## src/rtl/morse_pkg.sv

```systemverilog
// Shared definitions for the Morse transmit sequencer.
//   state_e   : sequencer states
//   *_UNITS   : durations of each element and gap, in Morse units
//   MAX_LEN   : maximum number of elements in one character
//   clamp_len : limits a requested element count to the supported maximum
package morse_pkg;

  typedef enum logic [2:0] {
    IDLE,
    MARK,
    ELEM_GAP,
    CHAR_GAP,
    WORD_GAP
  } state_e;

  localparam logic [2:0] DOT_UNITS      = 3'd1;
  localparam logic [2:0] DASH_UNITS     = 3'd3;
  localparam logic [2:0] ELEM_GAP_UNITS = 3'd1;
  localparam logic [2:0] CHAR_GAP_UNITS = 3'd3;
  localparam logic [2:0] WORD_GAP_UNITS = 3'd7;
  localparam int         MAX_LEN        = 5;

  function automatic logic [2:0] clamp_len(input logic [2:0] len, input logic [2:0] max_len);
    return (len > max_len) ? max_len : len;
  endfunction

endpackage

```

## src/rtl/morse_unit_timer.sv

```systemverilog
// Prescaler producing one tick per Morse unit.
//   clk    : system clock
//   rst    : asynchronous active-low reset
//   clr_i  : synchronous clear; restarts the unit at count 0 on the next edge
//   tick_o : high for the one cycle in which the count is at its terminal value
module morse_unit_timer #(
  parameter int UNIT_CYCLES = 50_000_000
) (
  input  logic clk,
  input  logic rst,
  input  logic clr_i,
  output logic tick_o
);

  localparam int            CW   = $clog2(UNIT_CYCLES);
  localparam logic [CW-1:0] LAST = CW'(UNIT_CYCLES - 1);

  logic [CW-1:0] cnt_q, cnt_d;

  always_comb begin
    if (clr_i || cnt_q == LAST) cnt_d = '0;
    else                        cnt_d = cnt_q + 1'b1;
  end

  // NOTE: clocked state uses non-blocking (<=) so every flop samples the
  // pre-edge value of its inputs, independent of statement order.
  always_ff @(posedge clk or negedge rst) begin
    if (!rst) cnt_q <= '0;
    else      cnt_q <= cnt_d;
  end

  assign tick_o = (cnt_q == LAST);

endmodule

```

## src/rtl/morse_tx_sequencer.sv

```systemverilog
// Keys one Morse character at a time: marks for dots/dashes, then element,
// character or word gaps, all timed in units of UNIT_CYCLES clocks.
//   clk       : 100 MHz system clock
//   rst       : asynchronous active-low reset
//   sym_valid : character request
//   sym_ready : high in IDLE (low while in reset); accept = sym_valid && sym_ready
//   sym_len   : element count 0..5 (0 = word space, >5 clamped to 5)
//   sym_bits  : element types, bit0 first; 1 = dash, 0 = dot
//   abort     : synchronous cancel back to IDLE, no sym_done
//   key_out   : registered key, high during marks
//   busy      : high whenever not IDLE
//   sym_done  : one-cycle pulse when a character and its trailing gap complete
module morse_tx_sequencer #(
  parameter int UNIT_CYCLES = 50_000_000,
  parameter int MAX_LEN     = 5
) (
  input  logic       clk,
  input  logic       rst,
  input  logic       sym_valid,
  output logic       sym_ready,
  input  logic [2:0] sym_len,
  input  logic [4:0] sym_bits,
  input  logic       abort,
  output logic       key_out,
  output logic       busy,
  output logic       sym_done
);

  import morse_pkg::*;

  state_e     state_q, state_d;
  logic [2:0] idx_q, idx_d;
  logic [2:0] unit_q, unit_d;
  logic [2:0] len_q, len_d;
  logic [4:0] bits_q, bits_d;
  logic       key_q, key_d;
  logic       done_q, done_d;

  logic       tick;
  logic       timer_clr;
  logic       accept;
  logic [2:0] need_units;
  logic       last_unit;

  morse_unit_timer #(
    .UNIT_CYCLES(UNIT_CYCLES)
  ) u_timer (
    .clk   (clk),
    .rst   (rst),
    .clr_i (timer_clr),
    .tick_o(tick)
  );

  // Gated by rst so the source sees no readiness while the block is held in reset.
  assign sym_ready = (state_q == IDLE) && rst;
  assign accept    = sym_valid && sym_ready && !abort;

  always_comb begin
    case (state_q)
      MARK:     need_units = bits_q[idx_q] ? DASH_UNITS : DOT_UNITS;
      ELEM_GAP: need_units = ELEM_GAP_UNITS;
      CHAR_GAP: need_units = CHAR_GAP_UNITS;
      WORD_GAP: need_units = WORD_GAP_UNITS;
      default:  need_units = DOT_UNITS;
    endcase
  end

  assign last_unit = tick && (unit_q == need_units - 3'd1);

  // NOTE: every signal written here gets a default first, so no path can
  // leave it unassigned and infer a latch.
  always_comb begin
    state_d = state_q;
    idx_d   = idx_q;
    len_d   = len_q;
    bits_d  = bits_q;
    done_d  = 1'b0;

    case (state_q)
      IDLE: begin
        if (accept) begin
          len_d   = clamp_len(sym_len, 3'(MAX_LEN));
          bits_d  = sym_bits;
          idx_d   = 3'd0;
          state_d = (sym_len == 3'd0) ? WORD_GAP : MARK;
        end
      end
      MARK: begin
        if (last_unit) begin
          if (idx_q == len_q - 3'd1) begin
            state_d = CHAR_GAP;
          end else begin
            idx_d   = idx_q + 3'd1;
            state_d = ELEM_GAP;
          end
        end
      end
      ELEM_GAP: begin
        if (last_unit) state_d = MARK;
      end
      CHAR_GAP, WORD_GAP: begin
        if (last_unit) begin
          state_d = IDLE;
          done_d  = 1'b1;
        end
      end
      default: state_d = IDLE;
    endcase

    if (abort) begin
      state_d = IDLE;
      idx_d   = 3'd0;
      done_d  = 1'b0;
    end
  end

  // The unit timer idles at 0 in IDLE and restarts on every state change,
  // so each element and gap begins on a fresh unit boundary.
  assign timer_clr = (state_d != state_q) || (state_q == IDLE) || abort;

  always_comb begin
    if (state_d != state_q || state_q == IDLE || abort) unit_d = 3'd0;
    else if (tick)                                      unit_d = unit_q + 3'd1;
    else                                                unit_d = unit_q;
  end

  // Outputs are registered from the next state so key_out is glitch-free.
  assign key_d = (state_d == MARK);

  always_ff @(posedge clk or negedge rst) begin
    if (!rst) begin
      state_q <= IDLE;
      idx_q   <= 3'd0;
      unit_q  <= 3'd0;
      len_q   <= 3'd0;
      bits_q  <= 5'd0;
      key_q   <= 1'b0;
      done_q  <= 1'b0;
    end else begin
      state_q <= state_d;
      idx_q   <= idx_d;
      unit_q  <= unit_d;
      len_q   <= len_d;
      bits_q  <= bits_d;
      key_q   <= key_d;
      done_q  <= done_d;
    end
  end

  assign key_out  = key_q;
  assign sym_done = done_q;
  assign busy     = (state_q != IDLE);

endmodule

```

## config.mk

```make
export PLATFORM = sky130hd
export DESIGN_NAME = morse_tx_sequencer
export DESIGN_NICKNAME = d
export VERILOG_FILES = /design/src/rtl/morse_pkg.sv /design/src/rtl/morse_unit_timer.sv /design/src/rtl/morse_tx_sequencer.sv
export SDC_FILE = /design/constraint.sdc
export NUM_CORES = 1
export LEC_CHECK = 0
export CORE_ASPECT_RATIO = 0.75
export CORE_UTILIZATION = 65
export CTS_BUF_LIST = sky130_fd_sc_hd__clkbuf_8
export CTS_CLUSTER_DIAMETER = 120
export DETAILED_ROUTE_END_ITERATION = 7
export PLACE_DENSITY = 0.89
export SLEW_MARGIN = 15
export SYNTH_ARGS = -nofsm -noshare
export SYNTH_HDL_FRONTEND = slang
export SYNTH_SLANG_ARGS = --single-unit
```

## constraint.sdc

```tcl
create_clock -name clk -period 6.4 [get_ports clk]
set_input_delay 1.92 -clock clk [delete_from_list [all_inputs] [get_ports clk]]
set_output_delay 1.92 -clock clk [all_outputs]
set_load 0.05 [all_outputs]
```

* Yosys cells after proc, flatten, opt, wreduce, memory -nomap -nowiden
Index checks and enable logic that the tools add are counted.
** Storage, ports and cells
- Logic and storage cells :: 67
- Bits in read-only memories :: 0
- Bits in latches :: 0
- Memories :: 0
- RAM bits :: 0
- Output and inout bits :: 4
- Register bits :: 45
- Bits of input ports :: 12
** Cells by class
- Multiply operators :: 0
- Divide/modulo/power cells :: 0
- Shift-type cells :: 0
- Equality and inequality tests :: 12
- Bitwise logic cells :: 0
- Reduce and logical (&&, ||, !) cells :: 16
- $add $sub $neg :: 5
- Multiplexer cells :: 24
- $lt $le $gt $ge :: 2
** Operator list (number)
- $mux 3 :: 13
- $add 26x1->26 const B :: 1
- $eq 26x26->1 const B :: 1
- $mux 26 :: 1
- $pmux 3 s4 :: 1
- $ne 3x3->1 const B :: 3
- $pmux 3 s3 :: 1
- $add 3x1->3 const B :: 2
- $eq 3x1->1 const B :: 2
- $eq 3x2->1 const B :: 2
- $eq 3x3->1 :: 2
- $logic_not 3->1 :: 2
- $pmux 3 s2 :: 1
- $reduce_bool 3->1 :: 2
- $sub 3x1->3 const B :: 2
- $mux 1 :: 5
- $logic_and 1x1->1 :: 4
- $lt 3x4->1 const B :: 1
- $reduce_and 4->1 :: 1
- $bmux 1 s3 :: 1
- $eq 3x3->1 const B :: 1
- $gt 3x3->1 const B :: 1
- $logic_or 1x1->1 :: 3
- $ne 3x3->1 :: 1
- other kinds (5) :: 5

* Longest topological paths before layout
Gate-level depths: netlist of the first run.
- Word-level depth :: 15
- Gate-level depth with buffers :: 9
- Gate-level depth less buffers :: 8

* Modules after synthesis
Synthesis of the first run repeated with hierarchy kept, for this count alone.
** Second synthesis, totals
- Cells, all modules :: 266
- Area, all modules :: 2544.9 µm²
** By module, submodules not included
- morse_unit_timer :: cells each 144, instances 1, area an instance 1385.1 µm², sequential area each 650.6 µm²
- morse_tx_sequencer :: cells each 122, instances 1, area an instance 1159.9 µm², sequential area each 475.5 µm²

* Least setup slack after synthesis of the first run
No wires, ideal clock.
- Path type :: input port to output port
- From :: input rst
- To :: output sym_ready
- Arrival :: 2598 ps
- Buffers on the path :: 0
- Setup slack :: 1882 ps
- Required time :: 4480 ps
- Stages :: 2
- Path through :: inv_1 > nor2_1
** Between the ends
- Longest elaborated chain between the ends :: 1
** RTL lines
- start, declared :: line morse_tx_sequencer.sv:18 : input logic rst,
- $logic_and 1x1->1 :: line morse_tx_sequencer.sv:55 : assign sym_ready = (state_q == IDLE) && rst;
- end, declared :: line morse_tx_sequencer.sv:20 : output logic sym_ready,
No other way between the ends.

* Worst setup path after layout of the first run
Ends and elaborated chain as after synthesis.

==> run_results.csv, run 1 <==
group,metric,value,unit
clock_network,root_buffer,"clkbuf_8",
layout,syn2layout_area_growth,10.3,%
synth,synthArstFlopShare,100,%
synth,syn-cell-area,0.00252,mm2
clock_network,holdBufCountCts,0,
worst_setup_path,r2r_slack,3.51,ns
drt,wl_met3,312,um
power,p_total,0.536,mW
clock_network,clock_latency,0.30,ns
sta,slew_viol_final,0,
power,ir_worst_vdd,0.173,mV
drt,viasPerCell,5.95,
die,initial_core_util,68.5,%
sta,setup_tns,0,ns
worst_setup_path,cp_slowest_cell,"clkdlybuf4s50_1",
die,die_w,74.0,um
synth,ys_types,47,
sta,fin_crit,4.86,ns
worst_setup_path,crit_path_max_fanout,2,
clock_network,htreeDepth,2,
die,die_area,0.00414,mm2
drt,ant_nets,0,
sta,skew,0.00648,ns
die,io_pins,16,
sta,setup_viol,0,
worst_setup_path,start_kind,"input pin",
global_routing,grt_overflow,0,
worst_setup_path,cp_slowest_stage_delay,0.81,ns
placement,place.port_buffers,15,
global_routing,grt_pass1_vias,1858,
worst_setup_path,required,4.48,ns
synth,yosysWarnings,0,
worst_setup_path,reg2reg_from,"u_timer.cnt_q[9]",
hold_path,hp-start,"u_timer.cnt_q[0]",
hold_path,min-delay-path-class,"flop to flop",
clock_network,clock_path_buffers,2,
synth,synthFlopType,"dfrtp_1",
synth,synth_area_leaders,"dfrtp_1 (45%), nor2_1 (7.6%), xnor2_1 (5.6%)",
global_routing,grtUsageTotal,27.4,%
synth,ys_seq_area_share,44.6,%
worst_setup_path,path_buf_inv,3,
drt,drtIter0Drc,211,
drt,dr.max_layer_used,"met4",
drt,wire_per_inst,15.0,um
synth,synth_top_area_share,44.6,%
power,powerDensity,192,mW/mm2
sta,finalHoldViolCount,0,
die,core-area,0.00368,mm2
synth,ys_ff_latch,45,
synth,synth_top_cell_by_area,"dfrtp_1",
hold_path,hold_path_depth,1,
clock_network,post_cts.repair.setup_buffers,0,
clock_network,cts_sinks,45,
drt,wl_met2,2320,um
clock_network,cts_tree,"built",
power,clockPowerShare,31.3,%
worst_setup_path,crit_arrival,2.94,ns
hold_path,min_to,"u_timer.cnt_q[0]",
drt,routed_wl,5130,um
power,power.leakage,1.10,nW
power,p_int,0.399,mW
layout,diodes,0,
drt,dr.pass1.iters,5,
synth,mappedNetlistNets,290,
sta,tightest_slew,0.882,ns
global_routing,grt_max_degree,47,
global_routing,grt_pass1_wl,8470,um
worst_setup_path,endpoint_kind,"output port",
layout,nets,305,
worst_setup_path,crit_chain,"buf_2, inv_1, nor2_1, clkdlybuf4s50_1",
drt,drcViolationCount,0,
sta,max_freq,206,MHz
clock_network,numCtsBuffers,5,
outcome,status,"finished clean",
global_routing,antenna_found_initial,0,
die,row_count,19,
sta,fin_hold_ws,0.484,ns
power,p_sw_share,25.4,%
drt,met1Wirelength,2400,um
worst_setup_path,path_class,"input pin to output port",
sta,finalCritPeriodShare,75.9,%
sta,rsz0062_at_grt,"no",
drt,dr_total_vias,2034,
worst_setup_path,crit_family,"buffers and inverters",
job,drv_cap,0,
sta,slew-limit-headroom,40.7,%
synth,postSynthAreaPerCell,9.22,um2
clock_network,cts_resized,0,
placement,gp_congestion,0.917,
power,seq_power_share,56.5,%
worst_setup_path,reg2reg_to,"u_timer.cnt_q[2]",
placement,hpwl,3670,um
power,pwr-share-comb,12.2,%
synth,synth_edf_count,0,
layout,drive_gt1_share,6.90,%
worst_setup_path,rr_worst_depth,6,
power,p_sw,0.136,mW
clock_network,clk_pin_slew,0.08,ns
synth,syn-instance-count,274,
die,die_y,56.0,um
-- cell families (layout without fill, tap and decap cells) --
logic type / Yosys count / count (layout) / share of synthesized area (%)
AND/OR/NAND/NOR: 142 / 142 / 28.6
flip-flops: 45 / 45 / 44.6
XOR/XNOR: 31 / 31 / 11.1
AO/OA/AOI/OAI: 26 / 26 / 6.64
buffers and inverters: 17 / 33 / 3.27
multiplexers: 9 / 9 / 3.87
adder cells (fa/ha/maj): 4 / 4 / 1.98
-- state kept, by name (all words and copies together), names as in the netlist --
signal	flops
len_q	3
u_timer.cnt_q	26
bits_q	5
idx_q	3
unit_q	3
state_q	3
key_out	1
sym_done	1
-- final cells by class --
type / count / area [um2]
tap: 52 / 65.1
clock buffer: 5 / 68.8
timing repair buffer: 18 / 168
multi-input combinational: 212 / 1320
inverter: 7 / 26.3
sequential: 45 / 1130
clock inverter: 3 / 15.0
fill: 245 / 900
-- worst register-to-register path, stage by stage, from the launching register on --
cell and delay, ns:
dfrtp_1 0.44, nor4b_1 0.44, nand4b_1 0.18, nor3_1 0.71, a31oi_1 0.23, o221ai_1 0.63, nor2_1 0.12
-- layout by cell type (no fill, tap or decap), types with 3 or more instances in the layout --
cell,synthesis,layout
inv_1,7,9
nand3b_1,6,6
nor3_1,9,9
and4_1,3,3
mux2_2,6,6
nand3_1,11,11
a21oi_1,5,5
nor2b_1,5,5
dfrtp_1,45,45
or3_1,7,7
clkbuf_8,0,5
o21ai_0,8,7
clkdlybuf4s50_1,0,14
nand4_1,5,5
nor4_1,4,4
buf_4,0,3
xnor2_1,16,16
ha_1,4,4
mux2i_1,3,3
nor2_1,51,51
nand2_1,26,26
xor2_1,14,14
-- metal layers --
| layer | vias to the layer above | global-route usage (%) |
|---|---|---|
| met5 | - | 0 |
| met2 | 86 | 39.2 |
| li1 | 980 | - |
| met1 | 952 | 40.2 |
| met4 | 0 | 11.0 |
| met3 | 16 | 6.34 |
-- power by group through the flow --
stage	registers, mW	logic (mW)	clock network (mW)
2_1_floorplan	0.308	0.0407	0
3_3_place_gp	0.308	0.0626	0
3_5_place_dp	0.309	0.0649	0
4_1_cts	0.303	0.0653	0.170
5_1_grt	0.304	0.0715	0.182
6_report	0.303	0.0654	0.167
-- per-stage QoR --
step / instances / util (%) / setup WS (ns) / area [um2]
final: 342 / 75.6 / 1.54 / 2790
after global routing: 342 / 75.6 / 1.52 / 2790
after CTS: 342 / 75.6 / 1.54 / 2790
after detailed placement: 334 / 73.3 / 1.54 / 2700
after global placement: 334 / 73.3 / 1.54 / 2700
after floorplan: 274 / - / 1.88 / 2520
-- Yosys cell counts, types with 3 or more instances --
| cell | instances |
|---|---|
| nand3b_1 | 6 |
| o21ai_0 | 8 |
| dfrtp_1 | 45 |
| nand3_1 | 11 |
| or3_1 | 7 |
| nand4_1 | 5 |
| nor2_1 | 51 |
| and4_1 | 3 |
| inv_1 | 7 |
| mux2i_1 | 3 |
| nand2_1 | 26 |
| clkbuf_1 | 5 |
| ha_1 | 4 |
| xnor2_1 | 16 |
| a21oi_1 | 5 |
| mux2_2 | 6 |
| nor3_1 | 9 |
| xor2_1 | 14 |
| buf_2 | 3 |
| nor4_1 | 4 |
| nor2b_1 | 5 |
-- worst max path at each step --
stage	from	end	slack, ns	cells after the start
after floorplan	rst	sym_ready	1.88	2
after global placement	rst	sym_ready	1.54	4
after detailed placement	rst	sym_ready	1.54	4
after CTS	rst	sym_ready	1.54	4
after global routing	rst	sym_ready	1.52	4
final	rst	sym_ready	1.54	4
Power figures use the tool's default switching activity.
==> inputs of run 2 (changes only) <==
--- a/config.mk
+++ b/config.mk
@@ -6,11 +6,11 @@
 export NUM_CORES = 1
 export LEC_CHECK = 0
 export CORE_ASPECT_RATIO = 0.75
-export CORE_UTILIZATION = 65
+export CORE_UTILIZATION = 55
 export CTS_BUF_LIST = sky130_fd_sc_hd__clkbuf_8
 export CTS_CLUSTER_DIAMETER = 120
 export DETAILED_ROUTE_END_ITERATION = 7
-export PLACE_DENSITY = 0.89
+export PLACE_DENSITY = 0.81
 export SLEW_MARGIN = 15
 export SYNTH_ARGS = -nofsm -noshare
 export SYNTH_HDL_FRONTEND = slang
==> constraint.sdc (replaced) <==
create_clock -name clk -period 4.3 [get_ports clk]
set_input_delay 1.29 -clock clk [delete_from_list [all_inputs] [get_ports clk]]
set_output_delay 1.29 -clock clk [all_outputs]
set_load 0.05 [all_outputs]
==> run 2 against run 1 <==
Against the previous run: largest cell class unchanged; wire length up 3.7%; clock power up 95%; critical endpoint is now busy; first-iteration DRC count down 33%; sequential power up 49%.
==> run_results.csv, run 2 (same netlist as run 1, synthesis figures left out) <==
group,metric,value,unit
outcome,status,"finished clean",
die,core-area,0.00423,mm2
clock_network,cts_tree,"built",
layout,diodes,0,
layout,top_register,"u_timer.cnt_q",
layout,mostFrequentLayoutCells,"nor2_1 (51), dfrtp_1 (45), nand2_1 (26)",
job,drv_cap,0,
placement,hpwl,3860,um
drt,viasPerCell,5.79,
sta,slew-limit-headroom,52.6,%
clock_network,cts_resized,0,
worst_setup_path,r2r_slack,1.39,ns
global_routing,grt_overflow,0,
global_routing,grt_pass1_vias,1802,
drt,ant_nets,0,
drt,drcViolationCount,0,
die,die_w,80.2,um
drt,wire_per_inst,15.4,um
placement,gp_congestion,0.877,
layout,drive_gt1_share,8.25,%
clock_network,clock_latency,0.30,ns
layout,fillCellCount,354,
sta,finalHoldViolCount,0,
hold_path,min_to,"u_timer.cnt_q[0]",
drt,dr_total_vias,2002,
clock_network,post_cts.repair.setup_buffers,0,
layout,largestRegisters,"u_timer.cnt_q: 26 flops, bits_q: 5 flops",
sta,setup_viol,0,
clock_network,root_buffer,"clkbuf_8",
placement,pre_cts_ws,0.967,ns
power,power.leakage,1.11,nW
worst_setup_path,required,3.01,ns
die,initial_core_util,59.7,%
layout,syn2layout_area_growth,12.4,%
clock_network,clock_path_buffers,2,
worst_setup_path,rr_worst_depth,6,
power,powerDensity,308,mW/mm2
clock_network,numCtsBuffers,5,
hold_path,hp-start,"u_timer.cnt_q[0]",
clock_network,holdBufCountCts,0,
hold_path,min-delay-path-class,"flop to flop",
sta,skew,0.00753,ns
worst_setup_path,crit_arrival,2.10,ns
global_routing,grt_max_degree,46,
sta,finalCritPeriodShare,78.8,%
die,io_pins,16,
worst_setup_path,crit_path_max_fanout,12,
layout,ff_latch_area,0.00113,mm2
layout,nets,306,
layout,multi_input_area,0.00132,mm2
global_routing,grtUsageTotal,25.4,%
sta,max_freq,295,MHz
placement,place.port_buffers,15,
worst_setup_path,endpoint_kind,"output port",
sta,rsz0062_at_grt,"no",
drt,routed_wl,5320,um
clock_network,htreeDepth,2,
layout,final_common_cell,"nor2_1",
drt,drtIter0Drc,142,
global_routing,antenna_found_initial,0,
clock_network,clk_pin_slew,0.09,ns
sta,tightest_slew,0.704,ns
global_routing,grt_pass1_wl,9050,um
sta,fin_crit,3.39,ns
hold_path,hold_path_depth,1,
die,row_count,20,
worst_setup_path,path_class,"flop to output port",
clock_network,cts_sinks,45,
worst_setup_path,reg2reg_from,"state_q[1]",
power,ir_worst_vdd,0.218,mV
worst_setup_path,start_kind,"flop",
die,die_area,0.00487,mm2
layout,largest_reg_flops,26,
sta,setup_slack,0.912,ns
sta,slew_viol_final,0,
drt,dr.pass1.iters,5,
sta,setup_tns,0,ns
die,die_y,60.7,um
worst_setup_path,reg2reg_to,"key_out",
-- run 2: changes by cell type in the layout (fill, tap and decap cells not counted) --
cell | previous run | this run
clkdlybuf4s50_1 | 14 | 13
buf_4 | 3 | 4
buf_12 | 0 | 1
clkinv_4 | 0 | 1
bufinv_16 | 0 | 1
inv_1 | 9 | 7
-- run 2: worst max-delay path by stage --
stage          startpoint                 to  slack [ns]  depth (start not counted)
2_1_floorplan  state_q[1]          sym_ready        1.01                          4
3_3_place_gp        abort          unit_q[1]        1.04                          7
3_5_place_dp        abort  u_timer.cnt_q[10]        0.97                          7
4_1_cts        state_q[1]               busy        0.92                          2
5_1_grt        state_q[1]               busy        0.85                          2
6_report       state_q[1]               busy        0.91                          2
-- run 2: final cells by class --
cell class                      instances  share of cell area, %
Clock inverter                          3                   1.63
Clock buffer                            5                   2.43
Timing Repair Buffer                   19                   6.53
Tap cell                               55                   2.43
Inverter                                7                  0.926
Multi-Input combinational cell        212                   46.4
Sequential cell                        45                   39.7
-- run 2: metal layers --
metal  global-route usage [%]  part of all wire (%)  vias up
met5                        0                     0        -
met4                     8.67                   1.3        0
met3                     4.81                   6.4        8
met2                     34.6                    40       78
met1                     40.3                    52      943
li1                         -                     -      973
-- run 2: where the power goes --
part / switching, mW / internal [mW] / leakage, nW / total (mW)
clock: 0.151 / 0.174 / 0.0543 / 0.325
combinational: 0.0532 / 0.0454 / 0.449 / 0.0986
sequential: 0.0100 / 0.440 / 0.611 / 0.450
-- run 2: critical path, stage by stage (launching register included) --
cell	delay [ns]
dfrtp_1	0.53
or3_1	0.52
clkdlybuf4s50_1	0.75
-- run 2: per-stage QoR --
stage / utilization [%] / area, um2 / std cells / total power [mW] / hold slack, ns
after floorplan: - / 2520 / 274 / 0.518 / 0.433
after global placement: 64.4 / 2720 / 338 / 0.555 / 0.457
after detailed placement: 64.4 / 2720 / 338 / 0.558 / 0.468
after CTS: 67.1 / 2840 / 346 / 0.882 / 0.479
after global routing: 67.1 / 2840 / 346 / 0.914 / 0.500
final: 67.1 / 2840 / 346 / 0.874 / 0.474
==> inputs of run 3 (changes only) <==
==> constraint.sdc (replaced) <==
create_clock -name clk -period 2.83 [get_ports clk]
set_input_delay 0.849 -clock clk [delete_from_list [all_inputs] [get_ports clk]]
set_output_delay 0.849 -clock clk [all_outputs]
set_load 0.05 [all_outputs]
==> run 3 against run 2 <==
Against the previous run: power grew 43%; sequential cell count is the same; clock skew grew 0.0027 ns; worst hold slack worse by 0.14 ns; combinational power increased by 57%; non-clock buffer count increased by 5; register-to-register slack got worse by 1.2 ns; via count is 0.45% higher; critical endpoint is now key_out; highest routed layer unchanged.
==> run_results.csv, run 3 (same netlist as run 1, synthesis figures left out) <==
group,metric,value,unit
clock_network,post_cts.repair.setup_buffers,0,
layout,final_common_cell,"nor2_1",
worst_setup_path,required,3.06,ns
global_routing,antenna_found_initial,0,
global_routing,grt_max_degree,45,
die,die_y,60.7,um
layout,fillCellCount,338,
clock_network,clock_path_buffers,2,
placement,hpwl,3980,um
layout,mostFrequentLayoutCells,"nor2_1 (50), dfrtp_1 (45), nand2_1 (26)",
die,die_area,0.00487,mm2
sta,rsz0062_at_grt,"no",
clock_network,numCtsBuffers,5,
worst_setup_path,path_class,"flop to flop",
drt,ant_nets,0,
layout,multi_input_area,0.00133,mm2
drt,routed_wl,5500,um
drt,met1Wirelength,2890,um
layout,finalNonFillerCells,350,
sta,skew,0.0102,ns
sta,slew-limit-headroom,48.8,%
clock_network,cts_sinks,45,
worst_setup_path,crit_arrival,2.92,ns
layout,syn2layout_area_growth,13.3,%
die,core-area,0.00423,mm2
clock_network,clk_pin_slew,0.08,ns
layout,largestRegisters,"u_timer.cnt_q: 26 flops, bits_q: 5 flops",
drt,drtIter0Drc,139,
placement,pre_cts_ws,0.101,ns
sta,setup_tns,0,ns
drt,wire_per_inst,15.7,um
clock_network,root_buffer,"clkbuf_8",
drt,wl_met3,325,um
global_routing,grt_pass1_vias,1842,
power,powerDensity,439,mW/mm2
global_routing,grtUsageTotal,25.8,%
power,power.leakage,1.14,nW
layout,ff_latch_area,0.00113,mm2
worst_setup_path,rr_worst_depth,6,
drt,wl_met2,2210,um
outcome,status,"finished clean",
sta,fin_crit,2.69,ns
drt,drcViolationCount,0,
global_routing,grt_pass1_wl,9180,um
clock_network,holdBufCountCts,0,
sta,setup_slack,0.141,ns
clock_network,htreeDepth,2,
power,ir_worst_vdd,0.309,mV
die,io_pins,16,
placement,dp.cells,343,
placement,place.port_buffers,15,
sta,tightest_slew,0.761,ns
drt,dr.pass1.iters,4,
die,row_count,20,
hold_path,min-delay-path-class,"input pin to async pin",
power,p_total,1.25,mW
sta,finalCritPeriodShare,95.0,%
global_routing,grt_overflow,0,
layout,diodes,0,
clock_network,clock_latency,0.31,ns
layout,drive_gt1_share,10.5,%
sta,slew_viol_final,0,
job,drv_cap,0,
drt,dr_total_vias,2011,
layout,utilization,67.6,%
sta,max_freq,372,MHz
worst_setup_path,start_kind,"flop",
worst_setup_path,endpoint_kind,"flop",
die,die_w,80.2,um
drt,dr.max_layer_used,"met4",
worst_setup_path,crit_path_max_fanout,6,
layout,largest_reg_flops,26,
drt,viasPerCell,5.75,
clock_network,cts_tree,"built",
die,initial_core_util,59.7,%
sta,setup_viol,0,
clock_network,cts_resized,1,
layout,top_register,"u_timer.cnt_q",
sta,finalHoldViolCount,0,
placement,gp_congestion,0.862,
layout,nets,311,
[run 3: cell count changes in the layout (fill, tap and decap cells not counted), sizes merged]
cell | previous run | this run
buf | 6 | 11
bufinv | 1 | 0
clkbuf | 5 | 6
clkdlybuf4s50 | 13 | 12
clkinv | 1 | 0
dlygate4sd2 | 0 | 1
[run 3: routing by layer]
metal,vias to the layer above,track usage (%)
met2,63,34.8
met5,-,0
met4,0,8.42
li1,984,-
met1,954,41.0
met3,10,5.11
[run 3: through the flow]
| stage | hold slack [ns] | instance area, um2 |
|---|---|---|
| finish | 0.335 | 2860 |
| global route | 0.324 | 2860 |
| CTS | 0.334 | 2850 |
| detailed placement | 0.464 | 2760 |
| global placement | 0.450 | 2760 |
| floorplan | 0.433 | 2530 |
[run 3: worst max-delay path, cell delays in order (launching register included)]
cell and delay [ns]:
dfrtp_1 0.46, or3b_4 0.44, xor2_2 0.16, or4b_4 0.51
or4_4 0.48, or3_1 0.40, o22ai_1 0.17
[run 3: final timing paths]
check,start,end,slack [ns]
worst max-delay path,state_q[2],key_out,0.14
worst min-delay path,rst,len_q[1],0.33
worst max register to register,state_q[2],key_out,0.14
worst min register to register,u_timer.cnt_q[0],u_timer.cnt_q[0],0.47
max in group asynchronous,rst,idx_q[2],1.76
min in group clk,u_timer.cnt_q[0],u_timer.cnt_q[0],0.47
[run 3: cell type report]
type	instances	share of cell area [%]
Tap cell	55	2.41
Timing Repair Buffer	24	7.74
Sequential cell	45	39.4
Inverter	7	0.919
Clock buffer	6	2.89
Multi-Input combinational cell	212	46.4
Clock inverter	1	0.262
[run 3: power breakdown]
part | internal, mW | switching [mW] | total, mW
logic | 0.0711 | 0.0836 | 0.155
registers | 0.669 | 0.0161 | 0.685
clock network | 0.193 | 0.222 | 0.415
total | 0.933 | 0.321 | 1.25
==> RTL edit 1: new RTL, flow settings as in run 3 <==
Encoding of `state_e`: now one-hot (5 bits for 5 states).
--- a/src/rtl/morse_pkg.sv
+++ b/src/rtl/morse_pkg.sv
@@ -6,10 +6,10 @@
 package morse_pkg;
 
-  typedef enum logic [2:0] {
-    IDLE,
-    MARK,
-    ELEM_GAP,
-    CHAR_GAP,
-    WORD_GAP
+  typedef enum logic [4:0] {
+    IDLE     = 5'b00001,
+    MARK     = 5'b00010,
+    ELEM_GAP = 5'b00100,
+    CHAR_GAP = 5'b01000,
+    WORD_GAP = 5'b10000
   } state_e;
 
Behaviour: same outputs for any inputs over 10 cycles, from zero or initial values and one cycle with rst low; not proved beyond that.
==> RTL edit 1 against run 3 <==
Setup slack got worse by 0.017 ns. Routed wire length fell by 4.9%. Largest power group unchanged. Sequential share of layout area rose by 1.3 points. Power rose by 7.3%. Largest cell class unchanged. Hold slack improved by 0.18 ns. Final area rose by 1.3%. Fmax fell by 0.65%. Synthesized cell count fell by 2.6%. Sequential cell count rose by 2. Area after synthesis rose by 1.5%.
==> RTL edit 1: results (changes against run 3) <==
drive_above_1_share: 0.1181  # +0.01297
first_iter_violations: 204  # +47%
worstPathArrival_ns: 2.87  # -0.05 ns
final_nets: 304  # -2.3%
synth-compound-area-share: 0.08199  # +0.01559
placed_cells: 338  # -1.5%
grt_pass1_wl_mm: 8.418  # -8.3%
dpl_cell_area_um2: 2811  # +1.8%
min_delay_path_depth: 1
biggestRegsByFlops: "u_timer.cnt_q: 26 flops, bits_q: 5 flops, state_q: 5 flops"
synth.distinct_cells: 49  # +4.3%
via_count: 1965  # -2.3%
synthMuxAreaShare: 0.04246  # +0.003808
ys_top_cells_by_count: "dfrtp_1 (46), nor2_1 (46), nand2_1 (18)"
grt_pass1_vias: 1754  # -4.8%
grt_max_degree: 48  # +6.7%
synth_xor_area_frac: 0.1118  # +0.001256
fin_ws_ns: 0.1231  # -0.01749 ns
dp_slack_ns: 0.2249  # +0.1242 ns
synth_area_leaders: "dfrtp_1 (45%), nor2_1 (6.7%), xnor2_1 (5.8%)"
leakage_nw: 1.167  # +2.7%
hold_slack_ns: 0.5128  # +0.1778 ns
place.gp.congestion: 0.8061  # -6.5%
syn_nets: 283  # -2.4%
skew_ns: 0.009554  # -0.0006702 ns
globalRouteTotalUtil: 0.2279  # -0.02979
status: "complete, no violations"
seq_area_frac_synth: 0.4592  # +0.01326
worstMarginPinSlew_ns: 0.5815  # -0.1799 ns
hp-class: "flop to flop"
dp.final_hpwl_mm: 3.737  # -6.2%
routed_wl_mm: 5.231  # -4.9%
cpMaxStageDelayCell: "or4_4"
synthAdderAreaFrac: 0.01952  # -0.0002999
synthCells: 267  # -2.6%
peakVddDrop_v: 0.0003183  # +2.9%
wl_per_cell_um: 15.16  # -3.5%
worst-path-max-fanout: 9  # +3
[RTL edit 1: per-layer routing]
metal  part of all wire  global-route usage
met5                  0                   0
met4              0.013             0.06888
met3              0.046             0.04296
met2               0.42              0.3097
met1               0.52              0.3620
[RTL edit 1: power breakdown]
group          leakage [nW]  switching, mW  internal (mW)
Combinational         0.484          0.105         0.0938
Sequential            0.636         0.0273          0.706
Clock                0.0470          0.221          0.192
Total                  1.17          0.354          0.992
[RTL edit 1: area by class of cell]
class,count,area (um^2)
Clock buffer,6,82.58
Timing Repair Buffer,24,221.5
Fill cell,359,1569
Inverter,7,26.28
Multi-Input combinational cell,203,1314
Clock inverter,1,5.005
Sequential cell,47,1177
Tap cell,57,71.32
[RTL edit 1: logic make-up after synthesis]
group	count (synthesis)
AND/OR/NAND/NOR	131
multiplexers	10
adder cells (fa/ha/maj)	4
flip-flops	47
XOR/XNOR	31
buffers and inverters	17
AO/OA/AOI/OAI	27
==> RTL edit 2: new RTL, settings of run 3 <==
Made on the original files. `UNIT_CYCLES` is set to 50_000_000 in 2 places; all go to 200_000_000.
--- a/src/rtl/morse_unit_timer.sv
+++ b/src/rtl/morse_unit_timer.sv
@@ -5,5 +5,5 @@
 //   tick_o : high for the one cycle in which the count is at its terminal value
 module morse_unit_timer #(
-  parameter int UNIT_CYCLES = 50_000_000
+  parameter int UNIT_CYCLES = 200_000_000
 ) (
   input  logic clk,
--- a/src/rtl/morse_tx_sequencer.sv
+++ b/src/rtl/morse_tx_sequencer.sv
@@ -12,5 +12,5 @@
 //   sym_done  : one-cycle pulse when a character and its trailing gap complete
 module morse_tx_sequencer #(
-  parameter int UNIT_CYCLES = 50_000_000,
+  parameter int UNIT_CYCLES = 200_000_000,
   parameter int MAX_LEN     = 5
 ) (
Check against the original RTL: same outputs for any inputs over 10 cycles, from zero or initial values and one cycle with rst low; that may be too few to reach the edited logic, so the function may still have changed.
==> RTL edit 2 against run 3 <==
Count of clock-buffer cells in the layout decreased by 1. Final area is 1.8% higher. Power up 10%. Non-clock buffer count is 1 lower. Sequential cell count up 2. Area after synthesis increased by 2.2%. Via count decreased by 1.5%. Routed wire length shrank 6.5%. Setup slack worse by 0.0036 ns.
==> RTL edit 2: results (changes against run 3) <==
status: "complete, no violations"
dp.final_hpwl_mm: 3.673  # -7.8%
r2r_end: "state_q[1]$_DFF_PN0_"
synthFlopType: "dfrtp_1"
biggestRegsByFlops: "u_timer.cnt_q: 28 flops, bits_q: 5 flops"
yosysWarnings: 0  # unchanged
finalSetupViolations: 0  # unchanged
grt_pass1_vias: 1773  # -3.7%
syn_nets: 277  # -4.5%
grt_max_degree: 29  # -36%
place.gp.congestion: 0.8477  # -1.6%
globalRouteTotalUtil: 0.2335  # -0.02420
skew_ns: 0.01244  # +0.002217 ns
leakage_nw: 1.148  # +1.0%
final_nets: 297  # -4.5%
drtPass1Iterations: 4  # unchanged
cts.path.max_buffers: 2  # unchanged
r2r-start: "u_timer.cnt_q[11]$_DFF_PN0_"
reg2regPathDepth: 6  # unchanged
clock_latency_ns: 0.31  # about the same
synth.distinct_cells: 48  # +2.1%
via_count: 1981  # -1.5%
worst-path-max-fanout: 11  # +5
antenna_found_initial: 0  # unchanged
hp-class: "input pin to async pin"
grt_pass1_wl_mm: 8.556  # -6.8%
synth_area_leaders: "dfrtp_1 (46%), nor2_1 (6.3%), xnor2_1 (6.1%)"
ys_top_cells_by_count: "dfrtp_1 (47), nor2_1 (43), xnor2_1 (18)"
routed_wl_mm: 5.142  # -6.5%
first_iter_violations: 98  # -29%
power.density_nw_per_um2: 474.8  # +8.3%
cts_resized: 0  # -1
p_switching_mw: 0.3406  # +6.0%
worstPathArrival_ns: 1.84  # -1.08 ns
drive_above_1_share: 0.1312  # +0.02612
seq_area_frac_synth: 0.4559  # +0.009882
fin_ws_ns: 0.1369  # -0.003606 ns
worstMarginPinSlew_ns: 0.7330  # -0.02841 ns
dp_slack_ns: 0.1753  # +0.07465 ns
dpl_cell_area_um2: 2799  # +1.3%
hold_slack_ns: 0.3934  # +0.05837 ns
peakVddDrop_v: 0.0003389  # +9.6%
## RTL edit 2: layer usage
metal / up-vias / part of all wire / wire length (um) / global-route usage
li1: 951 / - / - / -
met1: 991 / 0.52 / 2662 / 0.3556
met2: 32 / 0.44 / 2259 / 0.3349
met3: 7 / 0.031 / 157 / 0.04444
met4: 0 / 0.012 / 63 / 0.07653
met5: - / 0 / 0 / 0
## RTL edit 2: cell type report
| cell class | instances | area, um^2 |
|---|---|---|
| fillers | 351 | 1582 |
| clock buffers | 5 | 68.82 |
| inverters | 7 | 26.28 |
| repair buffers | 23 | 215.2 |
| multi-input cells | 197 | 1310 |
| well taps | 57 | 71.32 |
| flip-flops and latches | 47 | 1176 |
| clock inverters | 3 | 43.79 |
## RTL edit 2: worst max path at each step
stage / from / to / depth (start not counted)
2_1_floorplan: u_timer.cnt_q[11]$_DFF_PN0_ / state_q[1]$_DFF_PN0_ / 6
3_3_place_gp: u_timer.cnt_q[11]$_DFF_PN0_ / state_q[1]$_DFF_PN0_ / 6
3_5_place_dp: u_timer.cnt_q[11]$_DFF_PN0_ / state_q[1]$_DFF_PN0_ / 6
4_1_cts: state_q[1]$_DFF_PN0_ / busy / 3
5_1_grt: state_q[1]$_DFF_PN0_ / busy / 3
6_report: state_q[1]$_DFF_PN0_ / busy / 3
## RTL edit 2: power by group through the flow
stage / registers, mW / clock network, mW / logic [mW]
6_report: 0.716 / 0.501 / 0.165
2_1_floorplan: 0.727 / 0 / 0.101
3_3_place_gp: 0.728 / 0 / 0.161
4_1_cts: 0.716 / 0.510 / 0.167
5_1_grt: 0.720 / 0.534 / 0.182
3_5_place_dp: 0.730 / 0 / 0.165
## RTL edit 2: kinds of logic (layout without fill, tap and decap cells)
logic type      Yosys count  in the layout  share of synthesized area
mux                      10             10                    0.04268
xor+xnor                 31             31                     0.1111
flops                    47             47                     0.4559
compound gates           28             28                    0.06838
fa+ha+maj                 4              4                    0.01940
simple gates            124            124                     0.2662
buf+inv                  17             38                    0.03637
## RTL edit 2: stage by stage
stage          power, mW  instances  utilization
6_report           1.382        339       0.6480
5_1_grt            1.435        339       0.6480
4_1_cts            1.393        339       0.6480
3_5_place_dp      0.8946        331       0.6229
3_3_place_gp      0.8893        331       0.6229
2_1_floorplan     0.8285        261            -
## RTL edit 2: worst max-delay path: stages (launching register included)
cell,delay (ns)
dfrtp_1,0.49
nor3_1,0.28
inv_1,0.07
clkdlybuf4s50_1,0.70
